<file path="config.mk">
export PLATFORM = sky130hd
export DESIGN_NAME = reaction_timer
export DESIGN_NICKNAME = d
export VERILOG_FILES = /design/src/rtl/reaction_pkg.sv /design/src/rtl/ms_tick_gen.sv /design/src/rtl/reaction_timer.sv
export SDC_FILE = /design/constraint.sdc
export NUM_CORES = 1
export LEC_CHECK = 0
export BUFFER_PORTS_ARGS = -buffer_cell sky130_fd_sc_hd__buf_2
export CAP_MARGIN = 20
export CORE_ASPECT_RATIO = 1.5
export CORE_MARGIN = 2
export CORE_UTILIZATION = 60
export CTS_CLUSTER_SIZE = 16
export DETAILED_ROUTE_END_ITERATION = 10
export PLACE_DENSITY_LB_ADDON = 0.15
export SLEW_MARGIN = 20
export SYNTH_ARGS = -nofsm -noshare
export SYNTH_HDL_FRONTEND = slang
export SYNTH_HIERARCHICAL = 1
export SYNTH_SLANG_ARGS = --single-unit
export TNS_END_PERCENT = 5
</file>
<file path="constraint.sdc">
create_clock -name clk -period 7.2 [get_ports clk]
set_clock_uncertainty 0.15 [all_clocks]
set_input_delay 1.08 -clock clk [delete_from_list [all_inputs] [get_ports clk]]
set_output_delay 1.08 -clock clk [all_outputs]
set_load 0.005 [all_outputs]
</file>
<file path="src/rtl/reaction_pkg.sv">
// Shared types and default parameter values for the reaction timer.
package reaction_pkg;

    typedef enum logic [1:0] {
        S_IDLE    = 2'd0,
        S_TIMING  = 2'd1,
        S_HOLDOFF = 2'd2
    } state_e;

    localparam int TICK_DIV_DEF   = 25000;
    localparam int TIMEOUT_MS_DEF = 2000;
    localparam int RESULT_W_DEF   = 12;

endpackage

</file>
<file path="src/rtl/ms_tick_gen.sv">
// Millisecond prescaler: counts 0..TICK_DIV-1 and pulses tick_o on the last count.
module ms_tick_gen #(
    parameter int TICK_DIV = 25000
) (
    input  logic clk,
    input  logic reset_n,
    input  logic clr_i,
    output logic tick_o
);

    localparam int CW = (TICK_DIV > 1) ? $clog2(TICK_DIV) : 1;
    localparam logic [CW-1:0] LAST = CW'(TICK_DIV - 1);

    logic [CW-1:0] cnt_q, cnt_d;

    always_comb begin
        tick_o = ~clr_i & (cnt_q == LAST);
        if (clr_i || tick_o) begin
            cnt_d = '0;
        end else begin
            cnt_d = cnt_q + CW'(1);
        end
    end

    always_ff @(posedge clk or negedge reset_n) begin
        if (!reset_n) begin
            cnt_q <= '0;
        end else begin
            cnt_q <= cnt_d;
        end
    end

endmodule

</file>
<file path="src/rtl/reaction_timer.sv">
// Reaction timer: measures ms from target-strobe rise to button press.
// Optional running average of the last four results under macro REACTION_AVG_EN.
module reaction_timer
    import reaction_pkg::*;
#(
    parameter int TICK_DIV   = TICK_DIV_DEF,
    parameter int TIMEOUT_MS = TIMEOUT_MS_DEF,
    parameter int RESULT_W   = RESULT_W_DEF
) (
    input  logic                clk,
    input  logic                reset_n,
    input  logic                stim_i,
    input  logic                press_i,
    output logic                valid_o,
    output logic [RESULT_W-1:0] time_ms_o,
    output logic                false_start_o,
    output logic                timeout_o,
    output logic [RESULT_W-1:0] best_ms_o,
    output logic                busy_o,
    output logic [RESULT_W-1:0] avg_ms_o
);

    localparam logic [RESULT_W-1:0] TIMEOUT_V = RESULT_W'(TIMEOUT_MS);

    function automatic logic [RESULT_W-1:0] sat_inc(input logic [RESULT_W-1:0] v);
        return (v == '1) ? v : v + RESULT_W'(1);
    endfunction

    state_e              state_q, state_d;
    logic                stim_q;
    logic [RESULT_W-1:0] ms_cnt_q, ms_cnt_d;
    logic [RESULT_W-1:0] time_q, time_d;
    logic [RESULT_W-1:0] best_q, best_d;
    logic                valid_q, valid_d;
    logic                fs_q, fs_d;
    logic                to_q, to_d;
    logic                rise;
    logic                tick;

    assign rise = stim_i & ~stim_q;

    // The prescaler is held at zero outside S_TIMING, so each measurement starts phase-aligned.
    ms_tick_gen #(
        .TICK_DIV (TICK_DIV)
    ) u_tick (
        .clk     (clk),
        .reset_n (reset_n),
        .clr_i   (state_q != S_TIMING),
        .tick_o  (tick)
    );

    always_comb begin
        state_d  = state_q;
        ms_cnt_d = ms_cnt_q;
        time_d   = time_q;
        best_d   = best_q;
        valid_d  = 1'b0;
        fs_d     = 1'b0;
        to_d     = 1'b0;
        case (state_q)
            S_IDLE: begin
                if (rise) begin
                    state_d  = S_TIMING;
                    ms_cnt_d = '0;
                end else if (press_i) begin
                    fs_d = 1'b1;
                end
            end
            S_TIMING: begin
                // A press in the timeout cycle still counts as a valid result.
                if (press_i) begin
                    valid_d = 1'b1;
                    time_d  = ms_cnt_q;
                    if (ms_cnt_q < best_q) begin
                        best_d = ms_cnt_q;
                    end
                    state_d = S_HOLDOFF;
                end else if (ms_cnt_q == TIMEOUT_V) begin
                    to_d    = 1'b1;
                    time_d  = TIMEOUT_V;
                    state_d = S_HOLDOFF;
                end else if (tick) begin
                    ms_cnt_d = sat_inc(ms_cnt_q);
                end
            end
            S_HOLDOFF: begin
                if (!stim_i) begin
                    state_d = S_IDLE;
                end
            end
            default: state_d = S_IDLE;
        endcase
    end

    always_ff @(posedge clk or negedge reset_n) begin
        if (!reset_n) begin
            state_q  <= S_IDLE;
            stim_q   <= 1'b0;
            ms_cnt_q <= '0;
            time_q   <= '0;
            best_q   <= '1;
            valid_q  <= 1'b0;
            fs_q     <= 1'b0;
            to_q     <= 1'b0;
        end else begin
            state_q  <= state_d;
            stim_q   <= stim_i;
            ms_cnt_q <= ms_cnt_d;
            time_q   <= time_d;
            best_q   <= best_d;
            valid_q  <= valid_d;
            fs_q     <= fs_d;
            to_q     <= to_d;
        end
    end

    assign valid_o       = valid_q;
    assign time_ms_o     = time_q;
    assign false_start_o = fs_q;
    assign timeout_o     = to_q;
    assign best_ms_o     = best_q;
    assign busy_o        = (state_q == S_TIMING);

`ifdef REACTION_AVG_EN
    logic [RESULT_W-1:0] hist_q [4];
    logic [RESULT_W+1:0] sum_q;

    // Running sum drops the oldest entry and adds the newest, one cycle after the result.
    always_ff @(posedge clk or negedge reset_n) begin
        if (!reset_n) begin
            for (int i = 0; i < 4; i++) begin
                hist_q[i] <= '0;
            end
            sum_q <= '0;
        end else if (valid_q) begin
            hist_q[0] <= time_q;
            for (int i = 1; i < 4; i++) begin
                hist_q[i] <= hist_q[i-1];
            end
            sum_q <= sum_q - {2'b00, hist_q[3]} + {2'b00, time_q};
        end
    end

    assign avg_ms_o = sum_q[RESULT_W+1:2];
`else
    assign avg_ms_o = '0;
`endif

endmodule

</file>
# Word level (Yosys, flattened, before mapping)
# Cells that the tools add are included.
[totals]
register_bits = 57
in_bits = 4
output_inout_bits = 40
elab_cells = 58
[classes]
add_sub_neg = 2
magnitude_cmp = 1
eq_ne = 13
mux = 21
bitwise = 4
reduce_logical = 8
[op_table]
columns = ["op", "n"]
rows = [
  ["$mux W12", 7],
  ["$pmux W12 S2", 1],
  ["$add A15 B1 Y15 const B", 1],
  ["$eq A15 B15 Y1 const B", 1],
  ["$mux W15", 1],
  ["$add A12 B1 Y12 const B", 1],
  ["$eq A12 B11 Y1 const B", 1],
  ["$eq A12 B12 Y1 const B", 1],
  ["$lt A12 B12 Y1", 1],
  ["$ne A2 B2 Y1 const B", 5],
  ["$mux W2", 4],
  ["$mux W1", 7],
  ["$pmux W2 S3", 1],
  ["$reduce_and A3 Y1", 2],
  ["$reduce_and A6 Y1", 1],
  ["$ne A2 B1 Y1 const B", 2],
  ["$reduce_bool A2 Y1", 2],
  ["$ne A3 B2 Y1 const B", 1],
  ["$and A1 B1 Y1", 2],
  ["$eq A2 B1 Y1 const B", 1],
  ["$eq A2 B2 Y1 const B", 1],
  ["$logic_not A2 Y1", 1],
  ["$not A1 Y1", 2],
  ["$reduce_and A2 Y1", 1],
  ["$logic_or A1 B1 Y1", 1],
]

# Longest topological paths before layout
[depth]
ltp_word = 7
depth_mapped = 10

# By module
# The synthesis kept the hierarchy.
[by_module_without_submodules]
columns = ["mod", "instances", "cells_each", "area_per_inst_um2"]
rows = [
  ["reaction_timer", 1, 208, 2254.7],
  ["ms_tick_gen", 1, 75, 753.2],
]

# Least setup slack after synthesis
# Ideal clock, no wire load.
[synth_path]
kind = "flip-flop to flip-flop"
startpoint = "register u_tick.cnt_q[9]"
endpoint = "register ms_cnt_q[10]"
setup_ps = 124
arrival_ps = 2539
required_ps = 6926
path_slack_ps = 4388
stages_incl_launch_ff = 9
path_buffers = 1
cell_sequence = "dfrtp_1 > or4b_1 > or4_4 > nor2_1 > nor2b_1 > nand2_1 > a221o_1 > buf_6 > a211o_1"
[synth_via]
elab_chain_len = 4
[synth_lines]
columns = ["item", "line", "source"]
rows = [
  ["from (decl)", "ms_tick_gen.sv:14", "logic [CW-1:0] cnt_q, cnt_d;"],
  ["from (signal assigned)", "ms_tick_gen.sv:29", "cnt_q <= cnt_d;"],
  ["$eq A15 B15 Y1", "ms_tick_gen.sv:17", "tick_o = ~clr_i & (cnt_q == LAST);"],
  ["$and A1 B1 Y1", "ms_tick_gen.sv:17", ""],
  ["named net tick", "reaction_timer.sv:38", "logic tick;"],
  ["$ne A2 B1 Y1 (no line)", "--", ""],
  ["$reduce_and A6 Y1 (no line)", "--", ""],
  ["to (signal assigned)", "reaction_timer.sv:108", "ms_cnt_q <= ms_cnt_d;"],
  ["to (decl)", "reaction_timer.sv:31", "logic [RESULT_W-1:0] ms_cnt_q, ms_cnt_d;"],
]
# The timed path passes the listed nets, and every way through them passes these cells.
# A chain may end at the register's enable or synchronous reset.

# Worst setup path after layout
[layout_path]
startpoint = "register u_tick.cnt_q[9]"
endpoint = "register ms_cnt_q[11]"
# Same word-level chain as after synthesis.

==> flow_summary.ini <==
[timing]
finalCritPeriodShare = 0.432
setup_violations = 0
hold_viol_final = 0
slew_headroom = 0.538
fmax_mhz = 321
worst_slew_pin_slew_ns = 0.693
min_period_ns = 3.11
slew_viol_final = 0
fin_setup_tns_ns = 0
rsz0062_at_grt = no

[yosys]
syn_area_um2 = 3010
synth-edff-count = 0
syn_inst = 283
seq_area_frac_synth = 0.479
ys_types = 47
yosys-top-cells-area = dfrtp_1 37%, dfstp_2 10%, ha_1 5.8%
async_flop_share = 1.00
synth-main-ff-cell = dfrtp_1
ys_warn_count = 6
syn_area_per_cell_um2 = 10.6
synth_area_leader_cell = dfrtp_1
yosysTopAreaCellShare = 0.374
ys_ff_latch = 57

[critical_path]
worstSetupPathType = flip-flop to flip-flop
cp.arrival_ns = 3.18
start_kind = flip-flop
end_kind = flip-flop
path_max_fanout = 12
rr_worst_depth = 7
worstPathRequired_ns = 7.27

[cts]
cts_inserted_buffers = 9
cts_setup_buffers = 0
clockBufferDepth = 2
postCtsHoldBufs = 0
htree_levels = 3
cts_tree = built
clock_sink_count = 57
clock_tree.root_cell = clkbuf_8
post_cts_resized = 0
clk_latency_ns = 0.34
clk_pin_slew_ns = 0.06

[floorplan]
dieArea_um2 = 5610
die_x_um = 61.8
rows = 31
io_pins = 44
core_um2 = 4850
floorplan.initialDensity = 0.620
die_y_um = 90.7

[drt]
via_count = 2184
ant_nets = 0
drt-initial-drc-count = 114
viasPerCell = 5.64
remaining_drc_errors = 0
dr.pass1.iters = 4
wl_per_cell_um = 15.2
wl_um = 5870

[global_routing]
grt_pass1_wl_um = 9520
use_met2 = 0.384
grt_pass1_vias = 2054
met3_usage = 0.0774
grt-ovfl-total = 0
grt.met1_usage = 0.276
grt_start_max_net_pins = 58
antenna_found_initial = 0
grt_use_total = 0.234
top_usage_layer = met2

[placement]
dp_hpwl_um = 3990
gp_congestion = 0.767
numPortBuffers = 31

[finish]
n_antenna_cell = 0
syn_to_final_growth_pct = 12.3
final_core_util = 0.697
fill_cells = 395
drive_above_1_share = 0.209
nNetsFinal = 334

[status]
status = finished, final reports clean

[power_and_ir_drop]
ir_drop_uv = 189
leakagePower_nw = 1.61
power.density_nw_per_um2 = 240

[run]
cap_violations = 0

[worst_hold_path]
hold_class = flip-flop to flip-flop
holdPathStages = 1
## metal layers
| metal | vias up | wire length (um) |
|---|---|---|
| met2 | 41 | 3230 |
| met5 | - | 0 |
| met3 | 7 | 188 |
| li1 | 1044 | - |
| met1 | 1092 | 2350 |
| met4 | 0 | 99 |
## cell families (layout without fill, tap and decap cells)
kind of cell,Yosys count,count (layout),share of synthesized area
buffers and inverters,39,66,0.0753
AOI/OAI and AO/OA,39,39,0.105
muxes,13,13,0.0483
and+or+nand+nor,106,106,0.192
DFF,57,57,0.479
other,1,12,0.00125
xor gates and xnor gates,14,14,0.0408
adders and majority gates,14,14,0.0582
## sequential cells by signal, summed over array words and instances, names as in the netlist
signal / count
stim_q: 1
ms_cnt_q: 12
false_start_o: 1
timeout_o: 1
u_tick/cnt_q: 15
time_ms_o: 12
best_ms_o: 12
state_q: 2
valid_o: 1
## Yosys cell counts (4+ instances only)
library cell / count
ha_1: 14
nand2b_1: 4
xnor2_1: 11
o22a_1: 6
a211o_1: 8
a21oi_1: 5
nand3_1: 16
dfrtp_1: 45
and2_1: 6
and3_1: 4
dfstp_2: 12
nor2_1: 26
clkbuf_1: 4
inv_1: 17
a22o_1: 8
mux2_1: 11
buf_4: 12
nor3_1: 13
nand2_1: 10
nand4_1: 9
## per-stage QoR
stage / cell area [um^2] / worst slack, ns / cells / total power, W / hold slack [ns]
floorplan: 3050 / 4.39 / 294 / 0.000424 / 0.293
global placement: 3140 / 4.23 / 371 / 0.000455 / 0.309
detailed placement: 3140 / 4.15 / 371 / 0.000458 / 0.322
CTS: 3380 / 4.10 / 387 / 0.000822 / 0.335
global route: 3380 / 4.00 / 387 / 0.000850 / 0.353
finish: 3380 / 4.09 / 387 / 0.000812 / 0.336
## critical path: stages, from the launching register on
cell     delay (ns)
dfrtp_1        0.43
or4b_1         0.57
or4_4          0.56
nor2_1         0.09
nor2b_1        0.20
nand2_1        0.08
a221o_1        0.50
a221o_1        0.42
## worst paths after layout
kind                                           startpoint                   endpoint  slack, ns
max in group asynchronous                         reset_n  time_ms_o[11]$_DFFE_PN0P_       5.72
min in group asynchronous                         reset_n   time_ms_o[8]$_DFFE_PN0P_       0.72
worst max register to register  u_tick/cnt_q[9]$_DFF_PN0_   ms_cnt_q[11]$_DFFE_PN0P_       4.09
worst min-delay path            u_tick/cnt_q[0]$_DFF_PN0_  u_tick/cnt_q[0]$_DFF_PN0_       0.34
worst max-delay path            u_tick/cnt_q[9]$_DFF_PN0_   ms_cnt_q[11]$_DFFE_PN0P_       4.09
worst min register to register  u_tick/cnt_q[0]$_DFF_PN0_  u_tick/cnt_q[0]$_DFF_PN0_       0.34
## placed cells by master (no fill, tap or decap), drive strengths merged, types with 8 or more instances in the layout
cell type	synthesis	routed
nand4	9	9
ha	14	14
a211o	8	8
dfstp	12	12
a22o	8	8
clkbuf	4	10
mux2	12	12
conb	1	12
nand2	10	10
nand3	17	17
nor2	26	26
nor3	13	13
dfrtp	45	45
inv	18	18
buf	17	32
xnor2	11	11
## cell type report
class	instances	area, um^2	share of cell area
flip-flops and latches	57	1440	0.427
multi-input cells	198	1380	0.409
repair buffers	32	163	0.0481
clock buffers	10	138	0.0407
clock inverters	6	105	0.0311
well taps	66	82.6	0.0244
inverters	18	67.6	0.0200
## power breakdown
group          total (W)  switching, W  internal [W]  leakage [nW]
combinational  0.0000873     0.0000485     0.0000388         0.751
sequential      0.000363     0.0000158      0.000348         0.733
clock           0.000362      0.000124      0.000237         0.126
Note: power is estimated with default switching activity, not from simulation.
